### src/rtl/cache_flush_ctrl.sv
// cache_flush_ctrl: walks every data-cache line after a CSR flush request,
// writing back valid+dirty lines over a req/ack handshake, invalidating each
// line, stalling the core for the whole sweep and pulsing flush_done at the end.
//
// Ports:
//   clk, rst_n   - clock, asynchronous active-low reset
//   flush_req    - one-cycle flush flag from the CSR file
//   line_idx     - index of the line currently examined (registered)
//   line_valid   - valid bit of line line_idx (combinational from cache)
//   line_dirty   - dirty bit of line line_idx (combinational from cache)
//   wb_req       - write-back request for line line_idx
//   wb_ack       - write-back completed
//   inv_line     - one-cycle strobe clearing valid/dirty of line line_idx
//   stall, busy  - sweep in progress
//   flush_done   - one-cycle pulse at end of sweep
//   wb_count     - lines written back in the current or last sweep
module cache_flush_ctrl #(
  parameter int unsigned NUM_LINES = 8,
  parameter int unsigned IDX_W     = $clog2(NUM_LINES)
) (
  input  logic             clk,
  input  logic             rst_n,
  input  logic             flush_req,
  output logic [IDX_W-1:0] line_idx,
  input  logic             line_valid,
  input  logic             line_dirty,
  output logic             wb_req,
  input  logic             wb_ack,
  output logic             inv_line,
  output logic             stall,
  output logic             busy,
  output logic             flush_done,
  output logic [15:0]      wb_count
);

  localparam int unsigned CNT_W = 16;

  typedef enum logic [2:0] {
    IDLE,
    CHECK,
    WRITEBACK,
    INVAL,
    DONE
  } state_t;

  state_t             state_q, state_d;
  logic [IDX_W-1:0]   idx_q, idx_d;
  logic               pending_q, pending_d;
  logic [CNT_W-1:0]   cnt_q, cnt_d;

  // Next-state, index, pending and write-back counter logic.
  always_comb begin
    state_d   = state_q;
    idx_d     = idx_q;
    pending_d = pending_q;
    cnt_d     = cnt_q;

    // Requests arriving mid-sweep collapse into a single pending flush.
    if (state_q != IDLE && flush_req) begin
      pending_d = 1'b1;
    end

    case (state_q)
      IDLE: begin
        if (flush_req) begin
          idx_d     = '0;
          cnt_d     = '0;
          pending_d = 1'b0;
          state_d   = CHECK;
        end
      end
      CHECK: begin
        state_d = (line_valid && line_dirty) ? WRITEBACK : INVAL;
      end
      WRITEBACK: begin
        if (wb_ack) begin
          cnt_d   = (cnt_q == {CNT_W{1'b1}}) ? cnt_q : cnt_q + CNT_W'(1);
          state_d = INVAL;
        end
      end
      INVAL: begin
        if (idx_q == IDX_W'(NUM_LINES - 1)) begin
          state_d = DONE;
        end else begin
          idx_d   = idx_q + IDX_W'(1);
          state_d = CHECK;
        end
      end
      DONE: begin
        // A request in this very cycle also chains straight into a new sweep.
        if (pending_q || flush_req) begin
          pending_d = 1'b0;
          idx_d     = '0;
          cnt_d     = '0;
          state_d   = CHECK;
        end else begin
          state_d = IDLE;
        end
      end
      default: begin
        state_d = IDLE;
      end
    endcase
  end

  // State and registered outputs; outputs track the state being entered.
  always_ff @(posedge clk or negedge rst_n) begin
    if (!rst_n) begin
      state_q    <= IDLE;
      idx_q      <= '0;
      pending_q  <= 1'b0;
      cnt_q      <= '0;
      wb_req     <= 1'b0;
      inv_line   <= 1'b0;
      stall      <= 1'b0;
      busy       <= 1'b0;
      flush_done <= 1'b0;
    end else begin
      state_q    <= state_d;
      idx_q      <= idx_d;
      pending_q  <= pending_d;
      cnt_q      <= cnt_d;
      wb_req     <= (state_d == WRITEBACK);
      inv_line   <= (state_d == INVAL);
      stall      <= (state_d != IDLE);
      busy       <= (state_d != IDLE);
      flush_done <= (state_d == DONE);
    end
  end

  assign line_idx = idx_q;
  assign wb_count = cnt_q;

endmodule

### config.mk
export PLATFORM = sky130hd
export DESIGN_NAME = cache_flush_ctrl
export DESIGN_NICKNAME = d
export VERILOG_FILES = /design/src/rtl/cache_flush_ctrl.sv
export SDC_FILE = /design/constraint.sdc
export NUM_CORES = 1
export LEC_CHECK = 0
export BUFFER_PORTS_ARGS = -buffer_cell sky130_fd_sc_hd__buf_2
export CAP_MARGIN = 20
export CELL_PAD_IN_SITES_DETAIL_PLACEMENT = 2
export CELL_PAD_IN_SITES_GLOBAL_PLACEMENT = 2
export CORE_MARGIN = 1
export CORE_UTILIZATION = 32
export DETAILED_ROUTE_END_ITERATION = 7
export GPL_TIMING_DRIVEN = 0
export PLACE_DENSITY_LB_ADDON = 0.1
export REMOVE_ABC_BUFFERS = 1
export SYNTH_ARGS = -nofsm -noshare
export SYNTH_HDL_FRONTEND = slang
export SYNTH_SLANG_ARGS = --single-unit
### constraint.sdc
create_clock -name clk -period 3.2 [get_ports clk]
set_clock_uncertainty 0.15 [all_clocks]
set_input_delay 0.48 -clock clk [delete_from_list [all_inputs] [get_ports clk]]
set_output_delay 0.48 -clock clk [all_outputs]
set_load 0.1 [all_outputs]
==> out/qor.yml <==
setup_path:
  arrival_ns: 2.62
  cp_slowest_cell: "nor4bb_2"
  crit_fanout: 11
  cp.required_ns: 3.19
  path_class: "flip-flop to flip-flop"
  crit_chain: "nor4bb_2 > a21oi_1 > a21oi_2 > a31oi_1"
  worst_r2r_path_depth: 4
  r2r-end: "wb_count[10]$_DFFE_PN0P_"
  r2r_start: "state_q[0]$_DFF_PN0_"
  crit_path_max_incr_delay_ns: 0.94
  crit_path_end_kind: "flip-flop"
  r2r_slack_ns: 0.56
  crit_path_start_kind: "flip-flop"
synthesis:
  synth.distinct_cells: 45
  synth.area.top_cells: "dfrtp_1 (46%), a31oi_1 (4.7%), nand2_1 (3.3%)"
  ys_warn_count: 0
  synthCells: 150
  synth.largest_area_cell: "dfrtp_1"
  syn_area_um2: 1480
  seq_area_frac_synth: 0.458
  avgSynthCellArea_um2: 9.84
  ys.flop_type: "dfrtp_1"
  synth_edf_count: 0
  synth_top_area_frac: 0.458
  synthArstFlopShare: 1.00
  ys_seq_elements: 27
timing:
  rsz0062_at_grt: "false"
  slew_headroom: 0.310
  setup_viol: 0
  fmax_mhz: 379
  period_minus_slack_ns: 2.64
  post-route-period-util: 0.824
  drv_slew: 0
  tightest_slew_ns: 1.02
  hold_violations: 0
  finalSetupTns_ns: 0
die:
  start_util: 0.337
  fp.dieArea_um2: 4890
  dieWidth_um: 69.9
  top_level_ports: 30
  die_h_um: 69.9
  coreArea_um2: 4380
  rows: 24
pwr:
  p_per_area_nw_per_um2: 953
  peakVddDrop_mv: 0.748
  p_leak_nw: 0.782
  pwr-share-comb: 0.551
  p_sw_mw: 0.921
  p_sw_frac: 0.568
  internal-power_mw: 0.699
  clockPowerShare: 0.128
  p_seq_frac: 0.321
layout:
  area_delta_synth_final_pct: 15.1
  n_fill_cell: 493
  multiInputGateArea_um2: 753
  seqCellArea_um2: 676
  layout.nets: 185
  n_antenna_cell: 0
  postLayoutCellArea_um2: 1700
  layout-drive-gt1-share: 0.234
  stdcell_count: 227
place:
  place.port_buffers: 29
  placed_cells: 223
  post_dp_cell_area_um2: 1650
  dp_hpwl_um: 3160
  place_congestion: 0.810
min_path:
  hold_path_class: "input pin to async pin"
clocking:
  clockRootBuffer: "clkbuf_8"
  cts_buffers: 3
  post-cts-setup-buffer-count: 0
  clockBufferDepth: 2
  cts_tree: "built"
  cts.clk_slew.worst_paths_ns: 0.10
  clk-insertion-delay-late_ns: 0.28
  numClockSinks: 27
  hold_buffers: 0
  postCtsResizedCells: 0
  htreeDepth: 1
global_route:
  grt_pass1_wl_um: 7410
  grt_max_degree: 28
  grt_overflow: 0
  first_global_vias: 1432
  antenna_found_initial: 0
  grtUsageTotal: 0.192
detailed_routing:
  routed-via-count: 1307
  drtIter0Drc: 59
  remaining_drc_errors: 0
  drtAntennaViolNets: 0
  wl_per_cell_um: 19.0
  vias_per_cell: 5.76
  drt-pass1-iter-count: 4
  wl_um: 4320
run:
  max_cap_violations: 0
run_status:
  status: "finished clean"
-- how the worst max path moves through the flow --
stage	cells past startpoint	slack (ns)	end	startpoint
after detailed placement	5	0.51	wb_count[10]$_DFFE_PN0P_	wb_ack
after CTS	4	0.58	wb_count[10]$_DFFE_PN0P_	state_q[2]$_DFF_PN0_
after global routing	4	0.39	wb_count[7]$_DFFE_PN0P_	state_q[0]$_DFF_PN0_
after global placement	5	0.1	wb_count[6]$_DFFE_PN0P_	wb_ack
final	4	0.56	wb_count[10]$_DFFE_PN0P_	state_q[0]$_DFF_PN0_
after floorplan	5	0.34	wb_count[7]$_DFFE_PN0P_	wb_count[0]$_DFFE_PN0P_
-- power by group through the flow --
stage / clock, mW / sequential [mW] / combinational [mW]
detailed placement: 0 / 0.530 / 0.899
CTS: 0.213 / 0.524 / 0.901
finish: 0.207 / 0.521 / 0.892
global route: 0.229 / 0.538 / 0.945
floorplan: 0 / 0.945 / 0.270
global placement: 0 / 0.522 / 0.870
-- worst max-delay path, delay by kind of cell (launching register included) --
kind,cells,cell delay (ns)
compound gates,3,0.88
flops,1,0.52
simple gates,1,0.94
-- placed cells by master, fill, tap and decap left out, types with 4 or more instances in the layout --
cell type | synthesis | layout
nand3_1 | 5 | 5
o21a_1 | 4 | 4
nand4_1 | 4 | 4
nor4_1 | 5 | 5
dfrtp_1 | 27 | 27
a21o_1 | 4 | 4
nor2_1 | 5 | 5
nand2_1 | 13 | 13
nor3_1 | 7 | 7
a21oi_1 | 8 | 8
o21ai_0 | 4 | 4
a31oi_1 | 11 | 11
buf_2 | 5 | 29
-- cell type report --
cell class | instances | share of cell area
timing repair buffer | 29 | 0.0854
multi-input combinational | 112 | 0.443
inverter | 3 | 0.00663
sequential | 27 | 0.398
tap | 52 | 0.0383
clock inverter | 1 | 0.00442
clock buffer | 3 | 0.0243
-- routing by layer --
metal | GRT usage | up-vias | wire, µm
met5 | 0 | - | 0
met4 | 0.0311 | 0 | 20
met3 | 0.0361 | 2 | 102
met2 | 0.357 | 17 | 2260
met1 | 0.231 | 667 | 1940
li1 | - | 621 | -
-- flip-flops by register name, indices dropped and copies added (netlist names) --
register / cells
pending_q: 1
line_idx: 3
inv_line: 1
wb_req: 1
wb_count: 16
state_q: 3
flush_done: 1
busy: 1
-- synth_stat cells (2+ instances only) --
library cell / count
inv_1: 3
a22o_1: 3
ha_1: 3
nor2_1: 5
nand2_1: 13
nor3_1: 7
buf_2: 5
a31oi_1: 11
nor3b_1: 2
a21o_1: 4
o21ai_0: 4
nor4_1: 5
dfrtp_1: 27
o21a_1: 4
or4_1: 2
a21oi_1: 8
nand3b_1: 2
nand3_1: 5
and3_1: 2
o21ai_1: 3
nand2b_1: 3
nand4_1: 4
or3_1: 2
nor4bb_1: 2
-- metrics by stage --
step                hold slack, ns  setup slack, ns  utilization  total power, mW
finish                      0.0638            0.564        0.388             1.62
global route                0.0943            0.385        0.388             1.71
CTS                         0.0807            0.578        0.388             1.64
detailed placement           0.324            0.505        0.376             1.43
global placement             0.318           0.0988        0.374             1.39
floorplan                   0.0344            0.343            -             1.22
-- logic make-up after synthesis --
family,synth area share
compound gates,0.217
xor+xnor,0.00593
fa+ha+maj,0.0254
buf+inv,0.0398
flops,0.458
mux,0.0144
simple gates,0.240
Note: power is estimated with default switching activity, not from simulation.
